File: src/rtl/progrom_loader_if.sv
`default_nettype none
// ============================================================================
// Module      : progrom_loader_if
// Description : Program-memory write/read bus between the ICSP loader and
//               the CQPIC program store.
//                 mem_addr  - word address (loader drives)
//                 mem_wdata - write data   (loader drives)
//                 mem_we    - one-clk write strobe (loader drives)
//                 mem_rdata - registered read data, valid 1 clk after addr
// Revision    : 1.0 - initial release
// ============================================================================
interface progrom_loader_if #(
  parameter int AW = 13,
  parameter int DW = 14
);
  logic [AW-1:0] mem_addr;
  logic [DW-1:0] mem_wdata;
  logic          mem_we;
  logic [DW-1:0] mem_rdata;

  modport master (output mem_addr, output mem_wdata, output mem_we, input mem_rdata);
  modport slave  (input mem_addr, input mem_wdata, input mem_we, output mem_rdata);
endinterface
`default_nettype wire

File: src/rtl/progrom_loader.sv
`default_nettype none
// ============================================================================
// Module      : progrom_loader
// Description : ICSP-style serial programming port for the CQPIC program
//               memory. 6-bit commands and 16-bit data frames (LSB first)
//               arrive on an external clock/data pair that is oversampled in
//               the clk domain. While programming mode is active the CPU is
//               held and the loader owns the memory bus.
// Ports       : clk        - system clock
//               reset_n    - asynchronous active-low reset
//               prog_en    - programming-mode request (async)
//               icsp_clk   - external serial clock (async)
//               icsp_din   - external serial data (async)
//               icsp_dout  - serial read-back data
//               icsp_doe   - output enable for icsp_dout
//               cpu_hold   - stall request to the core
//               mem        - program memory bus (master side)
// Options     : PROGROM_LOADER_READBACK_EN - compiles in the READ command,
//               the RDREQ/DREAD states and the icsp_dout/icsp_doe drive.
// Revision    : 1.0 - initial release
// ============================================================================
module progrom_loader #(
  parameter int AW          = 13,
  parameter int DW          = 14,
  parameter int SYNC_STAGES = 2
) (
  input  logic              clk,
  input  logic              reset_n,
  input  logic              prog_en,
  input  logic              icsp_clk,
  input  logic              icsp_din,
  output logic              icsp_dout,
  output logic              icsp_doe,
  output logic              cpu_hold,
  progrom_loader_if.master  mem
);

  localparam int c_fw = DW + 2;              // frame: start, DW data, stop
  localparam int c_cw = $clog2(c_fw);

  localparam logic [5:0] c_cmd_load = 6'h02;
  localparam logic [5:0] c_cmd_read = 6'h04;
  localparam logic [5:0] c_cmd_inc  = 6'h06;
  localparam logic [5:0] c_cmd_burn = 6'h08;
  localparam logic [5:0] c_cmd_clr  = 6'h16;

  typedef enum logic [2:0] {
    S_IDLE  = 3'd0,
    S_CMD   = 3'd1,
    S_DLOAD = 3'd2,
    S_BURN  = 3'd3,
    S_RDREQ = 3'd4,
    S_DREAD = 3'd5
  } state_t;

  state_t            r_state, w_state_nxt;
  logic [SYNC_STAGES-1:0] r_clk_sync, r_din_sync, r_pen_sync;
  logic              r_clk_q;
  logic [AW-1:0]     r_addr;
  logic [DW-1:0]     r_wdata;
  logic              r_load_valid;
  logic [c_fw-1:0]   r_shift;
  logic [c_cw-1:0]   r_bitcnt;
`ifdef PROGROM_LOADER_READBACK_EN
  logic              r_dout;
  logic              r_rd_wait;
`endif

  logic w_sclk, w_sdin, w_spen, w_fall, w_rise;
  logic w_last_cmd, w_last_frame;
  logic [5:0] w_cmd;

  assign w_sclk = r_clk_sync[SYNC_STAGES-1];
  assign w_sdin = r_din_sync[SYNC_STAGES-1];
  assign w_spen = r_pen_sync[SYNC_STAGES-1];
  assign w_fall = r_clk_q & ~w_sclk;
  assign w_rise = ~r_clk_q & w_sclk;

  assign w_last_cmd   = (r_bitcnt == c_cw'(5));
  assign w_last_frame = (r_bitcnt == c_cw'(c_fw - 1));
  // Bits enter at the MSB, so after six shifts the command occupies the top
  // six positions; the bit arriving this clk is its MSB.
  assign w_cmd = {w_sdin, r_shift[c_fw-1 -: 5]};

  // Next-state logic
  always_comb begin
    w_state_nxt = r_state;
    if (r_state != S_IDLE && !w_spen) begin
      w_state_nxt = S_IDLE;
    end else begin
      case (r_state)
        S_IDLE:  if (w_spen) w_state_nxt = S_CMD;
        S_CMD: begin
          if (w_fall && w_last_cmd) begin
            case (w_cmd)
              c_cmd_load: w_state_nxt = S_DLOAD;
              c_cmd_burn: w_state_nxt = S_BURN;
`ifdef PROGROM_LOADER_READBACK_EN
              c_cmd_read: w_state_nxt = S_RDREQ;
`endif
              default:    w_state_nxt = S_CMD;
            endcase
          end
        end
        S_DLOAD: if (w_fall && w_last_frame) w_state_nxt = S_CMD;
        S_BURN:  w_state_nxt = S_CMD;
`ifdef PROGROM_LOADER_READBACK_EN
        S_RDREQ: if (r_rd_wait) w_state_nxt = S_DREAD;
        S_DREAD: if (w_fall && w_last_frame) w_state_nxt = S_CMD;
`endif
        default: w_state_nxt = S_IDLE;
      endcase
    end
  end

  // State register, synchronisers and datapath
  always_ff @(posedge clk or negedge reset_n) begin
    if (!reset_n) begin
      r_state      <= S_IDLE;
      r_clk_sync   <= '0;
      r_din_sync   <= '0;
      r_pen_sync   <= '0;
      r_clk_q      <= 1'b0;
      r_addr       <= '0;
      r_wdata      <= '0;
      r_load_valid <= 1'b0;
      r_shift      <= '0;
      r_bitcnt     <= '0;
`ifdef PROGROM_LOADER_READBACK_EN
      r_dout       <= 1'b0;
      r_rd_wait    <= 1'b0;
`endif
    end else begin
      r_state    <= w_state_nxt;
      r_clk_sync <= {r_clk_sync[SYNC_STAGES-2:0], icsp_clk};
      r_din_sync <= {r_din_sync[SYNC_STAGES-2:0], icsp_din};
      r_pen_sync <= {r_pen_sync[SYNC_STAGES-2:0], prog_en};
      r_clk_q    <= w_sclk;

      if (r_state == S_IDLE || !w_spen) begin
        // Idle or aborting: discard any pending load and partial frame.
        r_addr       <= '0;
        r_wdata      <= '0;
        r_load_valid <= 1'b0;
        r_bitcnt     <= '0;
`ifdef PROGROM_LOADER_READBACK_EN
        r_dout       <= 1'b0;
        r_rd_wait    <= 1'b0;
`endif
      end else begin
        case (r_state)
          S_CMD: begin
            if (w_fall) begin
              r_shift <= {w_sdin, r_shift[c_fw-1:1]};
              if (w_last_cmd) begin
                r_bitcnt <= '0;
                if (w_cmd == c_cmd_inc) r_addr <= r_addr + 1'b1;
                if (w_cmd == c_cmd_clr) r_addr <= '0;
              end else begin
                r_bitcnt <= r_bitcnt + 1'b1;
              end
            end
          end
          S_DLOAD: begin
            if (w_fall) begin
              r_shift <= {w_sdin, r_shift[c_fw-1:1]};
              if (w_last_frame) begin
                // Incoming bit is the stop bit; data sits one above the
                // start bit in the not-yet-shifted register.
                r_bitcnt     <= '0;
                r_wdata      <= r_shift[DW+1:2];
                r_load_valid <= 1'b1;
              end else begin
                r_bitcnt <= r_bitcnt + 1'b1;
              end
            end
          end
          S_BURN: r_load_valid <= 1'b0;
`ifdef PROGROM_LOADER_READBACK_EN
          S_RDREQ: begin
            r_rd_wait <= 1'b1;
            if (r_rd_wait) begin
              r_rd_wait <= 1'b0;
              r_dout    <= 1'b0;
              r_shift   <= {1'b0, mem.mem_rdata, 1'b0};
            end
          end
          S_DREAD: begin
            if (w_rise) begin
              r_dout  <= r_shift[0];
              r_shift <= {1'b0, r_shift[c_fw-1:1]};
            end
            if (w_fall) begin
              if (w_last_frame) begin
                r_bitcnt <= '0;
                r_dout   <= 1'b0;
              end else begin
                r_bitcnt <= r_bitcnt + 1'b1;
              end
            end
          end
`endif
          default: ;
        endcase
      end
    end
  end

  assign cpu_hold      = (r_state != S_IDLE);
  assign mem.mem_addr  = cpu_hold ? r_addr : '0;
  assign mem.mem_wdata = r_wdata;
  // Gated by the synced enable so an abort landing on BURN issues no write.
  assign mem.mem_we    = (r_state == S_BURN) && r_load_valid && w_spen;

`ifdef PROGROM_LOADER_READBACK_EN
  assign icsp_dout = r_dout;
  assign icsp_doe  = (r_state == S_DREAD);
`else
  assign icsp_dout = 1'b0;
  assign icsp_doe  = 1'b0;
  logic w_unused_bits;
  assign w_unused_bits = ^{mem.mem_rdata, r_shift[0], w_rise};
`endif

endmodule
`default_nettype wire

File: src/flat_wrapper.sv
// flat-port wrapper written by rule: the top's interface ports become plain ports
module progrom_loader_flat 
#(
  parameter int AW          = 13,
  parameter int DW          = 14,
  parameter int SYNC_STAGES = 2
)
  (clk, reset_n, prog_en, icsp_clk, icsp_din, icsp_dout, icsp_doe, cpu_hold, mem_mem_addr, mem_mem_wdata, mem_mem_we, mem_mem_rdata);
  progrom_loader_if #(.AW(AW), .DW(DW)) mem_i ();
  input  logic clk;
  input  logic reset_n;
  input  logic prog_en;
  input  logic icsp_clk;
  input  logic icsp_din;
  output logic icsp_dout;
  output logic icsp_doe;
  output logic cpu_hold;
  output wire logic [$bits(mem_i.mem_addr)-1:0] mem_mem_addr;
  output wire logic [$bits(mem_i.mem_wdata)-1:0] mem_mem_wdata;
  output wire logic [$bits(mem_i.mem_we)-1:0] mem_mem_we;
  input wire logic [$bits(mem_i.mem_rdata)-1:0] mem_mem_rdata;
  assign mem_mem_addr = mem_i.mem_addr;
  assign mem_mem_wdata = mem_i.mem_wdata;
  assign mem_mem_we = mem_i.mem_we;
  assign mem_i.mem_rdata = mem_mem_rdata;
  progrom_loader #(.AW(AW), .DW(DW), .SYNC_STAGES(SYNC_STAGES)) u_core (.clk(clk), .reset_n(reset_n), .prog_en(prog_en), .icsp_clk(icsp_clk), .icsp_din(icsp_din), .icsp_dout(icsp_dout), .icsp_doe(icsp_doe), .cpu_hold(cpu_hold), .mem(mem_i));
endmodule
File: config.mk
export PLATFORM = sky130hd
export DESIGN_NAME = progrom_loader_flat
export DESIGN_NICKNAME = d
export VERILOG_FILES = /design/src/rtl/progrom_loader_if.sv /design/src/rtl/progrom_loader.sv /design/src/flat_wrapper.sv
export SDC_FILE = /design/constraint.sdc
export NUM_CORES = 1
export LEC_CHECK = 0
export BUFFER_PORTS_ARGS = -buffer_cell sky130_fd_sc_hd__buf_2
export CAP_MARGIN = 20
export CORE_MARGIN = 2
export CORE_UTILIZATION = 50
export DETAILED_ROUTE_END_ITERATION = 8
export PLACE_DENSITY = 0.72
export SETUP_SLACK_MARGIN = 0.2
export SLEW_MARGIN = 20
export SYNTH_ARGS = -nofsm -noshare
export SYNTH_HDL_FRONTEND = slang
export SYNTH_SLANG_ARGS = --single-unit
File: constraint.sdc
create_clock -name clk -period 3.4 [get_ports clk]
set_input_delay 0.17 -clock clk [delete_from_list [all_inputs] [get_ports clk]]
set_output_delay 0.17 -clock clk [all_outputs]
set_load 0.02 [all_outputs]
==> impl_metrics.json, run 1 <==
{
  "syn_area_per_cell_sq_um": 10.6,
  "area_growth_pct": 12.5,
  "cp.required_ns": 3.63,
  "async_reset_ff_frac": 1.00,
  "layout.nets": 319,
  "antenna_found_initial": 0,
  "die_h_um": 77.9,
  "cts_buffers": 5,
  "hpwlAfterDp_um": 3660,
  "path_max_fanout": 16,
  "ir_drop_v": 0.000354,
  "synth_compound_area_frac": 0.0920,
  "finalClockSkew_ns": 0.0114,
  "hold_class": "flop to flop",
  "remaining_drc_errors": 0,
  "dp_slack_ns": 0.741,
  "synthSimpleGateAreaFrac": 0.200,
  "worst-slew-pin-transition_ns": 0.930,
  "num_io_pins": 50,
  "placedCellCount": 351,
  "cp_slowest_cell": "or4b_1",
  "r2r-start": "u_core.r_state[0]",
  "routed_wl_um": 5250,
  "fin_cells": 362,
  "r2r-end": "u_core.r_addr[7]",
  "drt_iter0_markers": 76,
  "internal_power_uw": 1000,
  "p_leak_uw": 0.00142,
  "rows": 26,
  "synth_top_family_by_area": "simple AND/OR/NAND/NOR gates",
  "synth-main-ff-cell": "dfrtp_1",
  "cts.htree.levels": 2,
  "switching_power_uw": 439,
  "worstPathCellList": "inv_1 > ha_1 > nand2b_1 > a41oi_1 > or4b_1 > o21ai_0",
  "multi_input_area_sq_um": 1230,
  "setup_viol": 0,
  "cp_slowest_stage_delay_ns": 0.63,
  "wl_per_cell_um": 14.5,
  "grt_max_degree": 34,
  "startpoint": "u_core.r_state[0]",
  "design_area_sq_um": 3080,
  "crit_type": "flop to flop",
  "final_max_slew_viol_count": 0,
  "cp-endpoint": "u_core.r_addr[7]",
  "clock_latency_ns": 0.30,
  "tritoncts": "built",
  "drive_gt1_frac": 0.205,
  "vias": 1990,
  "rsz0062_at_grt": "false",
  "fin_crit_sh": 0.772,
  "synth-edff-count": 0,
  "ant_nets": 0,
  "hold_depth": 0,
  "die_area_sq_um": 6080,
  "ys_ff_latch": 55,
  "synth_cells": 259,
  "place.gp.congestion": 0.838,
  "status": "complete, no violations",
  "clock_sinks": 55,
  "synthXorXnorAreaFrac": 0.00320,
  "dieWidth_um": 77.9,
  "seq_area_sq_um": 1380,
  "hold_viol": 0,
  "initial_core_util": 0.525,
  "reg2reg_slack_ns": 0.77,
  "grt_util_all_layers": 0.191,
  "rr_worst_depth": 6,
  "relSlewSlack": 0.372,
  "critical_path_arrival_ns": 2.86,
  "synth_area_sq_um": 2730,
  "switching_share": 0.304,
  "core_sq_um": 5200,
  "p_clk_frac": 0.288,
  "synthAdderAreaFrac": 0.0366,
  "total_power_uw": 1440,
  "crit_path_end_kind": "flop",
  "period_needed_ns": 2.63,
  "worst_slack_ns": 0.774,
  "grt_pass1_vias": 2005,
  "p_per_area_nw_per_um2": 469,
  "p_seq_frac": 0.509,
  "clockBufferDepth": 2,
  "first_pass_iters": 4,
  "via_per_inst": 5.50,
  "ys.warnings.count": 0,
  "max_cap_violations": 0,
  "grt_pass1_wl_um": 9380,
  "cts.reportedPaths.clkPinSlew_ns": 0.09,
  "synth_cell_types": 46,
  "yosysSeqAreaShare": 0.503,
  "io_buffers": 33,
  "fin_tns_setup_ns": 0,
  "n_antenna_cell": 0,
  "clock-root-buffer": "clkbuf_8",
  "synth_mux_area_frac": 0.116,
  "max_freq_mhz": 381,
  "fillers": 462,
  "grt-ovfl-total": 0,
  "post_dp_cell_area_sq_um": 2930,
  "comb_power_share": 0.203,
  "critPathLaunchType": "flop"
}
==> worst max-delay path, delay by kind of cell, from the launching register on <==
kind	cells	cell delay, ns
AND/OR/NAND/NOR	2	1.12
adder cells (fa/ha/maj)	1	0.50
AO/OA/AOI/OAI	2	0.38
flip-flops	1	0.43
buffers and inverters	1	0.12
==> stage by stage <==
step	util	hold WS [ns]
final	0.591	0.348
after global routing	0.591	0.367
after CTS	0.591	0.357
after detailed placement	0.563	0.280
after global placement	0.563	0.278
after floorplan	-	-0.126
==> Yosys cell counts, drive strengths merged (4+ instances only) <==
cell / number / area share
ha: 8 / 0.037
nand2: 10 / 0.014
dfrtp: 55 / 0.50
inv: 13 / 0.018
or4: 9 / 0.025
nor2: 24 / 0.033
a31oi: 4 / 0.0092
clkbuf: 6 / 0.0082
mux2i: 16 / 0.059
o21ai: 15 / 0.027
nor2b: 9 / 0.021
nand3: 12 / 0.022
and3: 5 / 0.011
mux2: 14 / 0.058
buf: 9 / 0.021
a21oi: 12 / 0.022
==> layout make-up <==
cell class | count | share of cell area
sequential | 55 | 0.448
clock buffer | 6 | 0.0236
tap | 70 | 0.0285
multi-input combinational | 177 | 0.401
timing repair buffer | 40 | 0.0740
clock inverter | 1 | 0.00976
inverter | 13 | 0.0159
==> power by group through the flow <==
stage	combinational (uW)	clock, uW	sequential [uW]
floorplan	229	0	724
CTS	296	429	734
global placement	284	0	746
finish	293	416	735
detailed placement	291	0	747
global route	333	454	744
==> cells in the final DEF, fill, tap and decap left out, types with 2 or more instances in the layout <==
master and instances:
clkbuf_8 5, nor3_1 2, o21ai_0 12, nand2b_1 3
buf_4 3, dlygate4sd3_1 4, nand4_1 2, nor2_1 24
mux2_2 14, nand3_1 12, inv_1 13, and4_1 3
and3_1 5, buf_2 33, dfrtp_1 55, conb_1 2
o21ai_1 3, a21oi_1 12, a31oi_1 4, a41oi_1 2
or4_1 9, or4b_1 2, and2_1 2, or2_2 2
and3b_1 2, o2bb2ai_1 2, ha_1 8, nor2b_1 9
mux2i_1 16, nand2_1 10
==> registers in the layout, indices dropped and copies added (netlist names) <==
register / count
u_core.r_clk_sync: 2
u_core.mem.mem_wdata: 14
u_core.r_state: 2
u_core.r_shift: 14
u_core.r_din_sync: 2
u_core.r_load_valid: 1
u_core.r_clk_q: 1
u_core.r_addr: 13
u_core.r_bitcnt: 4
u_core.r_pen_sync: 2
==> metal layers <==
layer  vias to the layer above  wire, um  global-route usage
li1                        988         -                   -
met1                       956      2630               0.276
met2                        41      2370               0.300
met3                         5       216              0.0407
met4                         0        31              0.0368
met5                         -         0                   0
==> repair_timing <==
action / CTS / global route
endpoints found under the setup margin: 0 / 0
setup buffers: 0 / 0
hold buffers: 4 / 0
endpoints found under the hold margin: 35 / 0
gates resized for setup: 0 / 0
==> how the worst min path moves through the flow <==
| stage | startpoint | to | slack (ns) |
|---|---|---|---|
| finish | u_core.r_pen_sync[0] | u_core.r_pen_sync[1] | 0.35 |
| global route | u_core.r_pen_sync[0] | u_core.r_pen_sync[1] | 0.37 |
| CTS | u_core.r_pen_sync[0] | u_core.r_pen_sync[1] | 0.36 |
| detailed placement | reset_n | u_core.r_addr[6] | 0.28 |
| global placement | reset_n | u_core.r_addr[6] | 0.28 |
| floorplan | reset_n | u_core.mem.mem_wdata[0] | -0.13 |
==> logic make-up after synthesis <==
kind of cell / Yosys count
AOI/OAI and AO/OA: 42
xor gates and xnor gates: 1
adders and majority gates: 8
buffers and inverters: 28
DFF: 55
muxes: 30
other: 1
and+or+nand+nor: 94
(Power assumes the default switching activity.)
==> inputs of run 2 (changes only) <==
clock period = 2.76 ns   (was 3.4 ns; I/O delays follow)
==> run 2 against run 1 <==
Net effect: global-route usage fell by 0.052 points; worst hold slack got worse by 0.090 ns; sequential share of layout area fell by 0.29 points; maximum frequency rose by 20%; sequential cell count did not move; sequential power rose by 23%; utilization rose by 0.38 points; clock skew barely moved; cell count rose by 1.7%; critical endpoint is now u_core.r_shift[10].
==> impl_metrics.json, run 2 (same netlist as run 1, synthesis figures left out) <==
{
  "status": "complete, no violations",
  "vias": 2017,
  "antenna_found_initial": 0,
  "cp.required_ns": 2.96,
  "finalClockSkew_ns": 0.0113,
  "crit_path_end_kind": "flop",
  "multi_input_area_sq_um": 1230,
  "hold_viol": 0,
  "routed_wl_um": 5270,
  "initial_core_util": 0.525,
  "critPathLaunchType": "flop",
  "area_growth_pct": 13.2,
  "p_leak_uw": 0.00143,
  "cp_common_cell": "buf_4",
  "ant_nets": 0,
  "setup_viol": 0,
  "crit_buf_inv": 3,
  "postCtsSetupBuffers": 0,
  "post_dp_cell_area_sq_um": 2970,
  "worst-slew-pin-transition_ns": 0.524,
  "cts_buffers": 5,
  "final_max_slew_viol_count": 0,
  "wl_per_cell_um": 14.3,
  "cp_top_family": "buffers and inverters",
  "startpoint": "u_core.r_state[0]",
  "max_freq_mhz": 457,
  "hold_class": "input port to asynchronous set/reset pin",
  "worstPathCellList": "inv_1 > ha_1 > nor2b_1 > buf_4 > and3_1 > buf_4 > mux2_2",
  "hpwlAfterDp_um": 3530,
  "die_area_sq_um": 6080,
  "rows": 26,
  "drive_gt1_frac": 0.221,
  "p_per_area_nw_per_um2": 558,
  "grt_pass1_wl_um": 9290,
  "cp_slowest_cell": "dfrtp_1",
  "n_antenna_cell": 0,
  "design_area_sq_um": 3100,
  "io_buffers": 33,
  "relSlewSlack": 0.651,
  "final_common_cell": "dfrtp_1",
  "period_needed_ns": 2.19,
  "crit_type": "flop to flop",
  "clock-root-buffer": "clkbuf_8",
  "fin_crit_sh": 0.793,
  "num_io_pins": 50,
  "die_h_um": 77.9,
  "clock_latency_ns": 0.31,
  "drt_iter0_markers": 99,
  "path_max_fanout": 16,
  "fillers": 434,
  "layout.nets": 324,
  "core_sq_um": 5200,
  "tritoncts": "built",
  "place.gp.congestion": 0.866,
  "layout.cells.most_common_list": "dfrtp_1, buf_2, nor2_1",
  "fin_tns_setup_ns": 0,
  "r2r-start": "u_core.r_state[0]",
  "dp_slack_ns": 0.604,
  "ir_drop_v": 0.000409,
  "rsz0062_at_grt": "false",
  "clock_sinks": 55,
  "cts.htree.levels": 2,
  "cts.reportedPaths.clkPinSlew_ns": 0.10,
  "seq_area_sq_um": 1380,
  "critical_path_arrival_ns": 2.39,
  "max_cap_violations": 0,
  "via_per_inst": 5.48,
  "first_pass_iters": 5,
  "worst_slack_ns": 0.570,
  "grt_pass1_vias": 2003,
  "remaining_drc_errors": 0,
  "clockBufferDepth": 2,
  "dieWidth_um": 77.9,
  "grt_max_degree": 42,
  "cp_slowest_stage_delay_ns": 0.43,
  "holdWs_ns": 0.258,
  "grt-ovfl-total": 0,
  "finish.utilization": 0.595,
  "grt_util_all_layers": 0.190
}
run 2: cell types whose count changed in the layout (fill, tap and decap cells not counted), sizes merged:
cell,previous run,this run
buf,36,41
bufinv,1,0
clkinv,0,1
clkinvlp,0,1
run 2: what timing repair did:
action                    4_1_cts  5_1_grt
gates resized for setup         0        0
hold endpoints to repair       17        0
hold buffers                    4        0
run 2: stage by stage:
stage	cells	total power, uW
after floorplan	260	1170
after global placement	356	1290
after detailed placement	356	1290
after CTS	368	1740
after global routing	368	1840
final	368	1730
run 2: cell type report:
cell class,instances,share of cell area
timing repair buffer,45,0.0857
multi-input combinational,177,0.398
sequential,55,0.445
tap,70,0.0283
clock inverter,2,0.00404
clock buffer,6,0.0234
inverter,13,0.0158
run 2: per-layer routing:
metal | global-route usage | part of all wire
met1 | 0.264 | 0.48
met2 | 0.296 | 0.45
met3 | 0.0407 | 0.052
met4 | 0.0667 | 0.016
met5 | 0 | 0
run 2: where the power goes:
| group | switching [uW] | total (uW) | internal, uW |
|---|---|---|---|
| clock | 265 | 443 | 178 |
| combinational | 232 | 379 | 146 |
| sequential | 67.3 | 906 | 839 |
run 2: final timing paths:
path	end	slack, ns	cells after the start
max in group asynchronous	u_core.mem.mem_wdata[0]	1.67	3
hold reg to reg	u_core.r_pen_sync[1]	0.34	0
setup / recovery	u_core.r_shift[10]	0.57	7
min in group clk	u_core.r_pen_sync[1]	0.34	0
setup reg to reg	u_core.r_shift[10]	0.57	7
hold / removal	u_core.r_addr[7]	0.26	2
run 2: worst register-to-register path, stage by stage, from the launching register on:
cell	delay, ns
dfrtp_1	0.43
inv_1	0.10
ha_1	0.39
nor2b_1	0.23
buf_4	0.17
and3_1	0.16
buf_4	0.22
mux2_2	0.36
==> inputs of run 3 (changes only) <==
ABC_AREA = 1   (was not set)
clock period = 2.2 ns   (was 2.76 ns; I/O delays follow)
==> run 3 against run 2 <==
Net effect: worst setup slack worse by 0.17 ns; sequential share of layout area is 1.7 points lower; cell count is 29% higher; critical path depth down 1; register-to-register slack worse by 0.17 ns; sequential cell count is the same.
==> impl_metrics.json, run 3 <==
{
  "final_common_cell": "nand2_1",
  "synth_area_sq_um": 2850,
  "max_cap_violations": 0,
  "fin_tns_setup_ns": 0,
  "ant_nets": 0,
  "rsz0062_at_grt": "false",
  "p_leak_uw": 0.00161,
  "place.gp.congestion": 0.914,
  "grt_util_all_layers": 0.197,
  "cts_buffers": 5,
  "postCtsSetupBuffers": 0,
  "design_area_sq_um": 3220,
  "ys_ff_latch": 55,
  "wl_per_cell_um": 12.1,
  "n_antenna_cell": 0,
  "cp_num_cells": 6,
  "drt_iter0_markers": 70,
  "post_dp_cell_area_sq_um": 3060,
  "cp_slowest_cell": "dfrtp_1",
  "fillers": 526,
  "grt_pass1_vias": 2177,
  "worstPathCellList": "inv_1 > ha_1 > nor2_8 > inv_2 > nor2_8 > o21ai_0",
  "dieWidth_um": 79.5,
  "grt_pass1_wl_um": 9740,
  "fin_crit_sh": 0.818,
  "hold_viol": 0,
  "grt-ovfl-total": 0,
  "routed_wl_um": 5750,
  "synth_cells": 365,
  "critPathLaunchType": "flop",
  "hpwlAfterDp_um": 4170,
  "layout.cells.most_common_list": "nand2_1, dfrtp_1, inv_1",
  "synth_commonest_cells": "nand2_1, dfrtp_1, inv_1",
  "num_io_pins": 50,
  "remaining_drc_errors": 0,
  "synth_most_common_cell": "nand2_1",
  "synth_cell_types": 26,
  "synthTopCellsByArea": "dfrtp_1, nand2_1, nand3_1, inv_1, nor2_1",
  "cp.required_ns": 2.40,
  "holdWs_ns": 0.271,
  "die_area_sq_um": 6320,
  "die_h_um": 79.5,
  "io_buffers": 33,
  "cts.reportedPaths.clkPinSlew_ns": 0.11,
  "ys.warnings.count": 0,
  "grt_max_degree": 29,
  "yosysTopAreaCellShare": 0.483,
  "p_per_area_nw_per_um2": 758,
  "max_freq_mhz": 556,
  "core_sq_um": 5510,
  "drive_gt1_frac": 0.151,
  "period_needed_ns": 1.80,
  "cp_top_family": "simple AND/OR/NAND/NOR gates",
  "path_max_fanout": 28,
  "cp_slowest_stage_delay_ns": 0.44,
  "async_reset_ff_frac": 1.00,
  "vias": 2354,
  "crit_buf_inv": 2,
  "cts.htree.levels": 2,
  "clockBufferDepth": 2,
  "crit_path_end_kind": "flop",
  "final_max_slew_viol_count": 0,
  "finalClockSkew_ns": 0.0110,
  "seq_area_sq_um": 1380,
  "cp_common_cell": "nor2_8",
  "synth-main-ff-cell": "dfrtp_1",
  "crit_type": "flop to flop",
  "worst_slack_ns": 0.401,
  "via_per_inst": 4.96,
  "syn_area_per_cell_sq_um": 7.81,
  "layout.nets": 429,
  "status": "complete, no violations",
  "setup_viol": 0,
  "initial_core_util": 0.518,
  "synth_top_cell_by_area": "dfrtp_1",
  "rows": 27,
  "multi_input_area_sq_um": 1220,
  "antenna_found_initial": 0,
  "clock_latency_ns": 0.32,
  "yosysSeqAreaShare": 0.483,
  "rr_worst_depth": 6,
  "area_growth_pct": 13.0,
  "first_pass_iters": 4,
  "dp_slack_ns": 0.279,
  "tritoncts": "built",
  "hold_class": "input port to asynchronous set/reset pin",
  "clock-root-buffer": "clkbuf_8",
  "critical_path_arrival_ns": 2.00,
  "ir_drop_v": 0.000491,
  "synth-edff-count": 0,
  "clock_sinks": 55
}
==> run 3: cells by family after synthesis <==
logic type | Yosys count | share of synthesized area
buffers and inverters | 61 | 0.0935
other | 1 | 0.00132
XOR/XNOR | 2 | 0.00615
adder cells (fa/ha/maj) | 8 | 0.0351
AO/OA/AOI/OAI | 43 | 0.0764
AND/OR/NAND/NOR | 195 | 0.305
flip-flops | 55 | 0.483
==> run 3: final timing paths <==
path / from / end / slack, ns
hold reg to reg: u_core.r_din_sync[0] / u_core.r_din_sync[1] / 0.35
max in group asynchronous: reset_n / u_core.mem.mem_wdata[12] / 1.31
hold / removal: reset_n / u_core.mem.mem_wdata[11] / 0.27
setup / recovery: u_core.r_state[0] / u_core.r_shift[7] / 0.40
min in group clk: u_core.r_din_sync[0] / u_core.r_din_sync[1] / 0.35
setup reg to reg: u_core.r_state[0] / u_core.r_shift[7] / 0.40
==> run 3: repair_timing <==
item,in CTS,in global routing
endpoints found under the setup margin,0,11
resized for setup,0,1
endpoints found under the hold margin,22,0
hold buffers,4,0
==> run 3: routing by layer <==
metal | track usage | up-vias | wire length [um]
li1 | - | 1213 | -
met1 | 0.253 | 1083 | 2720
met2 | 0.339 | 49 | 2730
met3 | 0.0351 | 9 | 217
met4 | 0.0603 | 0 | 82
met5 | 0 | - | 0
==> run 3: area by class of cell <==
| type | count | share of cell area |
|---|---|---|
| repair buffers | 41 | 0.0730 |
| flip-flops and latches | 55 | 0.427 |
| well taps | 72 | 0.0280 |
| clock buffers | 5 | 0.0214 |
| inverters | 49 | 0.0571 |
| clock inverters | 3 | 0.0155 |
| multi-input cells | 250 | 0.378 |
==> run 3: report_power, final <==
| part | internal, uW | switching (uW) | total [uW] |
|---|---|---|---|
| clock network | 352 | 356 | 707 |
| registers | 1070 | 68.0 | 1140 |
| logic | 179 | 413 | 592 |
==> run 3: through the flow <==
stage / power, uW / utilization / cells
2_1_floorplan: 1610 / - / 366
3_3_place_gp: 1720 / 0.555 / 463
3_5_place_dp: 1740 / 0.555 / 463
4_1_cts: 2460 / 0.584 / 475
5_1_grt: 2580 / 0.585 / 475
6_report: 2440 / 0.585 / 475
